--- config.mk ---
export PLATFORM = sky130hd
export DESIGN_NAME = dbus_arbiter
export DESIGN_NICKNAME = d
export VERILOG_FILES = /design/src/rtl/dbus_arbiter_pkg.sv /design/src/rtl/dbus_arbiter.sv
export SDC_FILE = /design/constraint.sdc
export NUM_CORES = 1
export LEC_CHECK = 0
export CAP_MARGIN = 20
export CORE_AREA = 2 2 125 127
export CTS_CLUSTER_DIAMETER = 50
export DETAILED_ROUTE_END_ITERATION = 7
export DIE_AREA = 0 0 127 129
export HOLD_SLACK_MARGIN = 0.03
export PLACE_DENSITY_LB_ADDON = 0.08
export SYNTH_ARGS = -nofsm -noshare
export SYNTH_HDL_FRONTEND = slang
export SYNTH_SLANG_ARGS = --single-unit
--- constraint.sdc ---
create_clock -name clk -period 1.5 [get_ports clk]
set_input_delay 0.45 -clock clk [delete_from_list [all_inputs] [get_ports clk]]
set_output_delay 0.45 -clock clk [all_outputs]
set_load 0.02 [all_outputs]
--- src/rtl/dbus_arbiter_pkg.sv ---
// Shared data-bus request/response payload types for the dbus arbiter.
package dbus_arbiter_pkg;

   localparam int unsigned ADDR_W = 32;
   localparam int unsigned DATA_W = 32;
   localparam int unsigned SIZE_W = 2;
   localparam int unsigned STRB_W = 4;

   typedef struct packed {
      logic              valid;
      logic [ADDR_W-1:0] addr;
      logic [SIZE_W-1:0] size;
      logic [STRB_W-1:0] strobe;
      logic [DATA_W-1:0] data;
   } dbus_req_t;

   typedef struct packed {
      logic              addr_ok;
      logic              data_ok;
      logic [DATA_W-1:0] data;
   } dbus_resp_t;

endpackage

--- src/rtl/dbus_arbiter.sv ---
// dbus_arbiter: shares one data bus between the fetch-side page walker and
// the memory stage. The winning request is latched and replayed to the bus
// until its data phase completes; abandoned requests are drained.
// Build option: define DBUS_ARB_RR_EN for round-robin tie breaking,
// otherwise the memory stage wins every tie.
module dbus_arbiter
   import dbus_arbiter_pkg::*;
(
   input  logic       clk,
   input  logic       reset,
   input  dbus_req_t  freq,
   output dbus_resp_t fresp,
   input  dbus_req_t  mreq,
   output dbus_resp_t mresp,
   output dbus_req_t  oreq,
   input  dbus_resp_t oresp,
   output logic [1:0] owner
);

   typedef enum logic [1:0] {
      S_IDLE    = 2'd0,
      S_GRANT_F = 2'd1,
      S_GRANT_M = 2'd2,
      S_DRAIN   = 2'd3
   } state_t;

   state_t    r_state;
   state_t    w_state_nxt;
   dbus_req_t r_hold;
   logic      w_win_f;
   logic      w_win_m;

`ifdef DBUS_ARB_RR_EN
   // 1: fetch side wins the next tie, 0: memory side wins it
   logic r_ptr_f;

   // Round-robin winner selection among the valid requesters
   always_comb begin
      w_win_m = 1'b0;
      w_win_f = 1'b0;
      if (mreq.valid && freq.valid) begin
         w_win_f = r_ptr_f;
         w_win_m = ~r_ptr_f;
      end else begin
         w_win_m = mreq.valid;
         w_win_f = freq.valid;
      end
   end

   // Pointer moves to the requester that did not just win
   always_ff @(posedge clk) begin
      if (!reset) begin
         r_ptr_f <= 1'b0;
      end else if (r_state == S_IDLE) begin
         if (w_win_m) begin
            r_ptr_f <= 1'b1;
         end else if (w_win_f) begin
            r_ptr_f <= 1'b0;
         end
      end
   end
`else
   // Fixed priority: memory stage wins any tie
   always_comb begin
      w_win_m = mreq.valid;
      w_win_f = freq.valid & ~mreq.valid;
   end
`endif

   // State register
   always_ff @(posedge clk) begin
      if (!reset) begin
         r_state <= S_IDLE;
      end else begin
         r_state <= w_state_nxt;
      end
   end

   // Capture the winner's full request so the bus never sees live inputs
   always_ff @(posedge clk) begin
      if (!reset) begin
         r_hold <= '0;
      end else if (r_state == S_IDLE) begin
         if (w_win_m) begin
            r_hold <= mreq;
         end else if (w_win_f) begin
            r_hold <= freq;
         end
      end
   end

   // Next-state logic and bus/response routing
   always_comb begin
      w_state_nxt = r_state;
      oreq        = '0;
      fresp       = '0;
      mresp       = '0;
      owner       = 2'b00;
      case (r_state)
         S_IDLE: begin
            if (w_win_m) begin
               w_state_nxt = S_GRANT_M;
            end else if (w_win_f) begin
               w_state_nxt = S_GRANT_F;
            end
         end
         S_GRANT_F: begin
            oreq       = r_hold;
            oreq.valid = 1'b1;
            fresp      = oresp;
            owner      = 2'b01;
            if (oresp.data_ok) begin
               w_state_nxt = S_IDLE;
            end else if (!freq.valid) begin
               w_state_nxt = S_DRAIN;
            end
         end
         S_GRANT_M: begin
            oreq       = r_hold;
            oreq.valid = 1'b1;
            mresp      = oresp;
            owner      = 2'b10;
            if (oresp.data_ok) begin
               w_state_nxt = S_IDLE;
            end else if (!mreq.valid) begin
               w_state_nxt = S_DRAIN;
            end
         end
         S_DRAIN: begin
            // Finish the abandoned bus transaction; its response is dropped
            oreq       = r_hold;
            oreq.valid = 1'b1;
            if (oresp.data_ok) begin
               w_state_nxt = S_IDLE;
            end
         end
         default: begin
            w_state_nxt = S_IDLE;
         end
      endcase
   end

endmodule

Yosys cells after proc, flatten, opt, wreduce, memory -nomap -nowiden:

Cells that the tools add are included.

* equal/unequal tests: 7
* multiplexer cells: 14
* bitwise gates (word level): 2
* reduce and logical (&&, ||, !) cells: 5

Operators by type and width (count)
* $mux W70: 2
* $mux W71: 1
* $mux W34: 2
* $mux W2: 7
* $ne A3 B3 Y1 const B: 3
* $pmux W2 S4: 1
* $eq A2 B2 Y1 const B: 2
* $pmux W2 S2: 1
* $reduce_and A4 Y1: 1
* $reduce_or A3 Y1: 1
* $eq A2 B1 Y1 const B: 1
* $logic_not A2 Y1: 1
* $ne A2 B2 Y1 const B: 1
* $reduce_and A2 Y1: 1
* $reduce_bool A2 Y1: 1
* $and A1 B1 Y1: 1
* $not A1 Y1: 1

* register bits after elaboration: 72
* input port bits: 178
* output and inout bits: 141
* logic and storage cells: 33

Depth between registers and ports, before layout:

* depth after elaboration: 5
* mapped depth: 8
* depth with buffers taken out: 5

Worst setup path before layout:

Ideal clock, no wire load.

* path type: register to output
* from: register r_state[0]
* to: output oreq[0] (netlist name)
* arrival time: 1.391 ns
* data required time: 1.050 ns
* path slack: -0.341 ns
* cell stages (with the launch flop): 6
* buffers on the path: 2
* cell sequence: dfxtp_1 -> inv_1 -> ha_1 -> clkbuf_1 -> clkbuf_1 -> nor2b_1

RTL lines
* start: declaration: line dbus_arbiter.sv:27 `state_t r_state;`
* start signal: assignment: line dbus_arbiter.sv:75 `r_state <= w_state_nxt;`
* end: declaration: line dbus_arbiter.sv:15 `output dbus_req_t oreq,`

==> impl_metrics.toml <==
[job]
max_cap_viol_count = 0

[cts]
cts_tree = "yes"
clkLatencyLatePin_ps = 340
cts.htree.levels = 3
clk_path_buf_depth = 2
clock_sinks = 72
cts_buffers = 9
clk_pin_slew_ps = 60
cts_root_buf = "clkbuf_16"
ctsHoldBuffers = 0

[layout]
layout_commonest_cell = "clkdlybuf4s50_1"
stdcell_count = 1029
multi_input_area_sq_mm = 0.00318
area_growth_pct = 113
nets = 1020
mostFrequentLayoutCells = "175 x clkdlybuf4s50_1, 130 x buf_6, 72 x mux2i_1, 72 x nand2_1"
regArea_sq_mm = 0.00145
drive_above_1_share_pct = 41.7
n_fill_cell = 1235

[power_and_ir_drop]
clkPwrFrac_pct = 23.0
p_sw_mw = 3.44
p_int_mw = 6.94
seqPwrFrac_pct = 23.7
p_sw_share_pct = 33.1
p_comb_share_pct = 53.3
power_density_mw_per_mm2 = 1100
power_leakage_nw = 4.72
ir_drop_v = 0.000617

[run_status]
status = "complete, but fails checks"
violations = "negative setup slack"

[worst_hold_path]
min_path_cells = 1
min_from = "r_hold[30]"
hold_end = "r_hold[30]"
min_path_type = "flip-flop to flip-flop"

[sta]
finalWorstSetupSlack_ps = -502
fin_skew_ps = 7.16
timing.final.crit_period_ps = 2000
rsz0062_at_grt = "yes"
relSlewSlack_pct = 80.8
fin_crit_sh_pct = 133
max_freq_mhz = 500
hold_viol_final = 0
worstMarginPinSlew_ps = 288
slew_violations = 0
final.setup.tns_ps = -61960
finalSetupViolCount = 152

[worst_setup_path]
worstSetupPathType = "flip-flop to output pin"
critPathSlowestCell = "dfxtp_4"
cp.arrival_ps = 1550
slowest_delay_ps = 350
reg2reg_to = "r_state[0]"
rr_worst_depth = 7
crit_chain = "inv_4 > ha_4 > buf_12 > buf_6 > nor2b_1 > buf_4"
worstReg2RegStart = "r_state[1]"
endpoint_kind = "output pin"
rrSetupSlack_ps = -90
critPathLaunchType = "flip-flop"
cp_max_fo = 8
cp.required_ps = 1050

[floorplan]
die_w_microns = 127
start_util_pct = 29.7
rows = 45
dieArea_sq_mm = 0.0164
ios = 319
core_area_sq_mm = 0.0150
die_h_microns = 129

[placement]
gp_congestion = 0.761
dpl.cell_count = 972
post-dp-hpwl_microns = 11900
pre_cts_ws_ps = -647
port_buffers = 318

[routing]
ant_nets = 0
dr.pass1.iters = 4
first_iter_violations = 201
drc = 0
vias = 4850
routedWlPerCell_microns = 17.6
wl_microns = 18100
via_per_inst = 4.71

[grt]
grt.overflow.total = 0
antenna_found_initial = 1
grt_first_pass_wirelength_microns = 23800
grt.total_usage_pct = 18.4
grt_max_degree = 47
grt_pass1_vias = 4559

[logic_synthesis]
syn_area_sq_mm = 0.00445
syn_area_per_cell_sq_um = 9.09
yosys_warnings = 0
netlist_instances = 490
ys_types = 18
ys_seq_elements = 72
ys_seq_area_share_pct = 32.4
syn_nets = 675
[cells in the mapped netlist (all sizes together)]
| library cell | count | share of area [%] |
|---|---|---|
| o221ai | 1 | 0.20 |
| nand2b | 1 | 0.14 |
| o211a | 70 | 16 |
| ha | 7 | 2.0 |
| o21ai | 2 | 0.22 |
| clkbuf | 26 | 2.2 |
| nand2 | 72 | 6.1 |
| o21a | 1 | 0.17 |
| inv | 3 | 0.25 |
| buf | 20 | 4.4 |
| nand3b | 1 | 0.17 |
| dfxtp | 72 | 32 |
| a21oi | 1 | 0.11 |
| nor2b | 71 | 10 |
| mux2i | 72 | 16 |
| and2 | 69 | 9.7 |
| nor3b | 1 | 0.17 |
[critical path, delay by kind of cell, from the launching register on]
kind | cells | cell delay [ps]
adders and majority gates | 1 | 320
buffers and inverters | 4 | 510
DFF | 1 | 350
and+or+nand+nor | 1 | 40
[through the flow]
stage	power (mW)	utilization, %	hold WS (ps)	cell area (sq um)
4_1_cts	9.13	55.5	491	8310
6_report	10.4	63.2	487	9470
3_3_place_gp	6.60	54.9	472	8220
2_1_floorplan	4.99	-	464	4850
3_5_place_dp	6.67	54.9	478	8220
5_1_grt	10.9	63.2	507	9470
[area by class of cell]
| class | instances | share of cell area [%] |
|---|---|---|
| clock inverters | 4 | 0.806 |
| inverters | 3 | 0.172 |
| repair buffers | 380 | 44.9 |
| clock buffers | 12 | 2.71 |
| multi-input cells | 369 | 33.6 |
| flip-flops and latches | 72 | 15.3 |
| well taps | 188 | 2.48 |
| diodes | 1 | 0.0264 |
[power by group through the flow]
| stage | registers (mW) | logic (mW) | clock network (mW) |
|---|---|---|---|
| after floorplan | 2.45 | 2.54 | 0 |
| after global placement | 2.47 | 4.13 | 0 |
| after detailed placement | 2.49 | 4.17 | 0 |
| after CTS | 2.45 | 4.24 | 2.44 |
| after global routing | 2.51 | 5.87 | 2.52 |
| final | 2.46 | 5.54 | 2.38 |
[registers in the layout, indices dropped and copies added, names as in the netlist]
register and cells:
r_hold 70, r_state 2
[what timing repair did]
action,4_1_cts,5_1_grt
endpoints found under the setup margin,158,213
resized for setup,666,210
pin swaps,1,3
gates cloned,1,25
buffers inserted,7,9
[cells by family (layout without fill, tap and decap cells)]
group	after synthesis	in the layout	share of synthesized area (%)
AND/OR/NAND/NOR	215	215	26.2
multiplexers	72	72	16.2
AO/OA/AOI/OAI	75	75	16.4
buffers and inverters	49	399	6.83
adder cells (fa/ha/maj)	7	7	1.97
flip-flops	72	72	32.4
other	0	1	0
[metal layers]
metal	vias up	track usage [%]	wire length [microns]
met3	22	5.74	1250
met5	-	0	0
met4	0	5.43	354
met2	196	34.9	9490
li1	2358	-	-
met1	2274	19.5	7000
[how the worst max path moves through the flow]
stage,start,endpoint
final,r_state[1],oreq[41]
after global routing,r_state[0],oreq[37]
after CTS,r_state[1],fresp[33]
after detailed placement,oresp[10],mresp[10]
after global placement,oresp[10],mresp[10]
after floorplan,r_state[0],oreq[0]
Power figures use the tool's default switching activity.
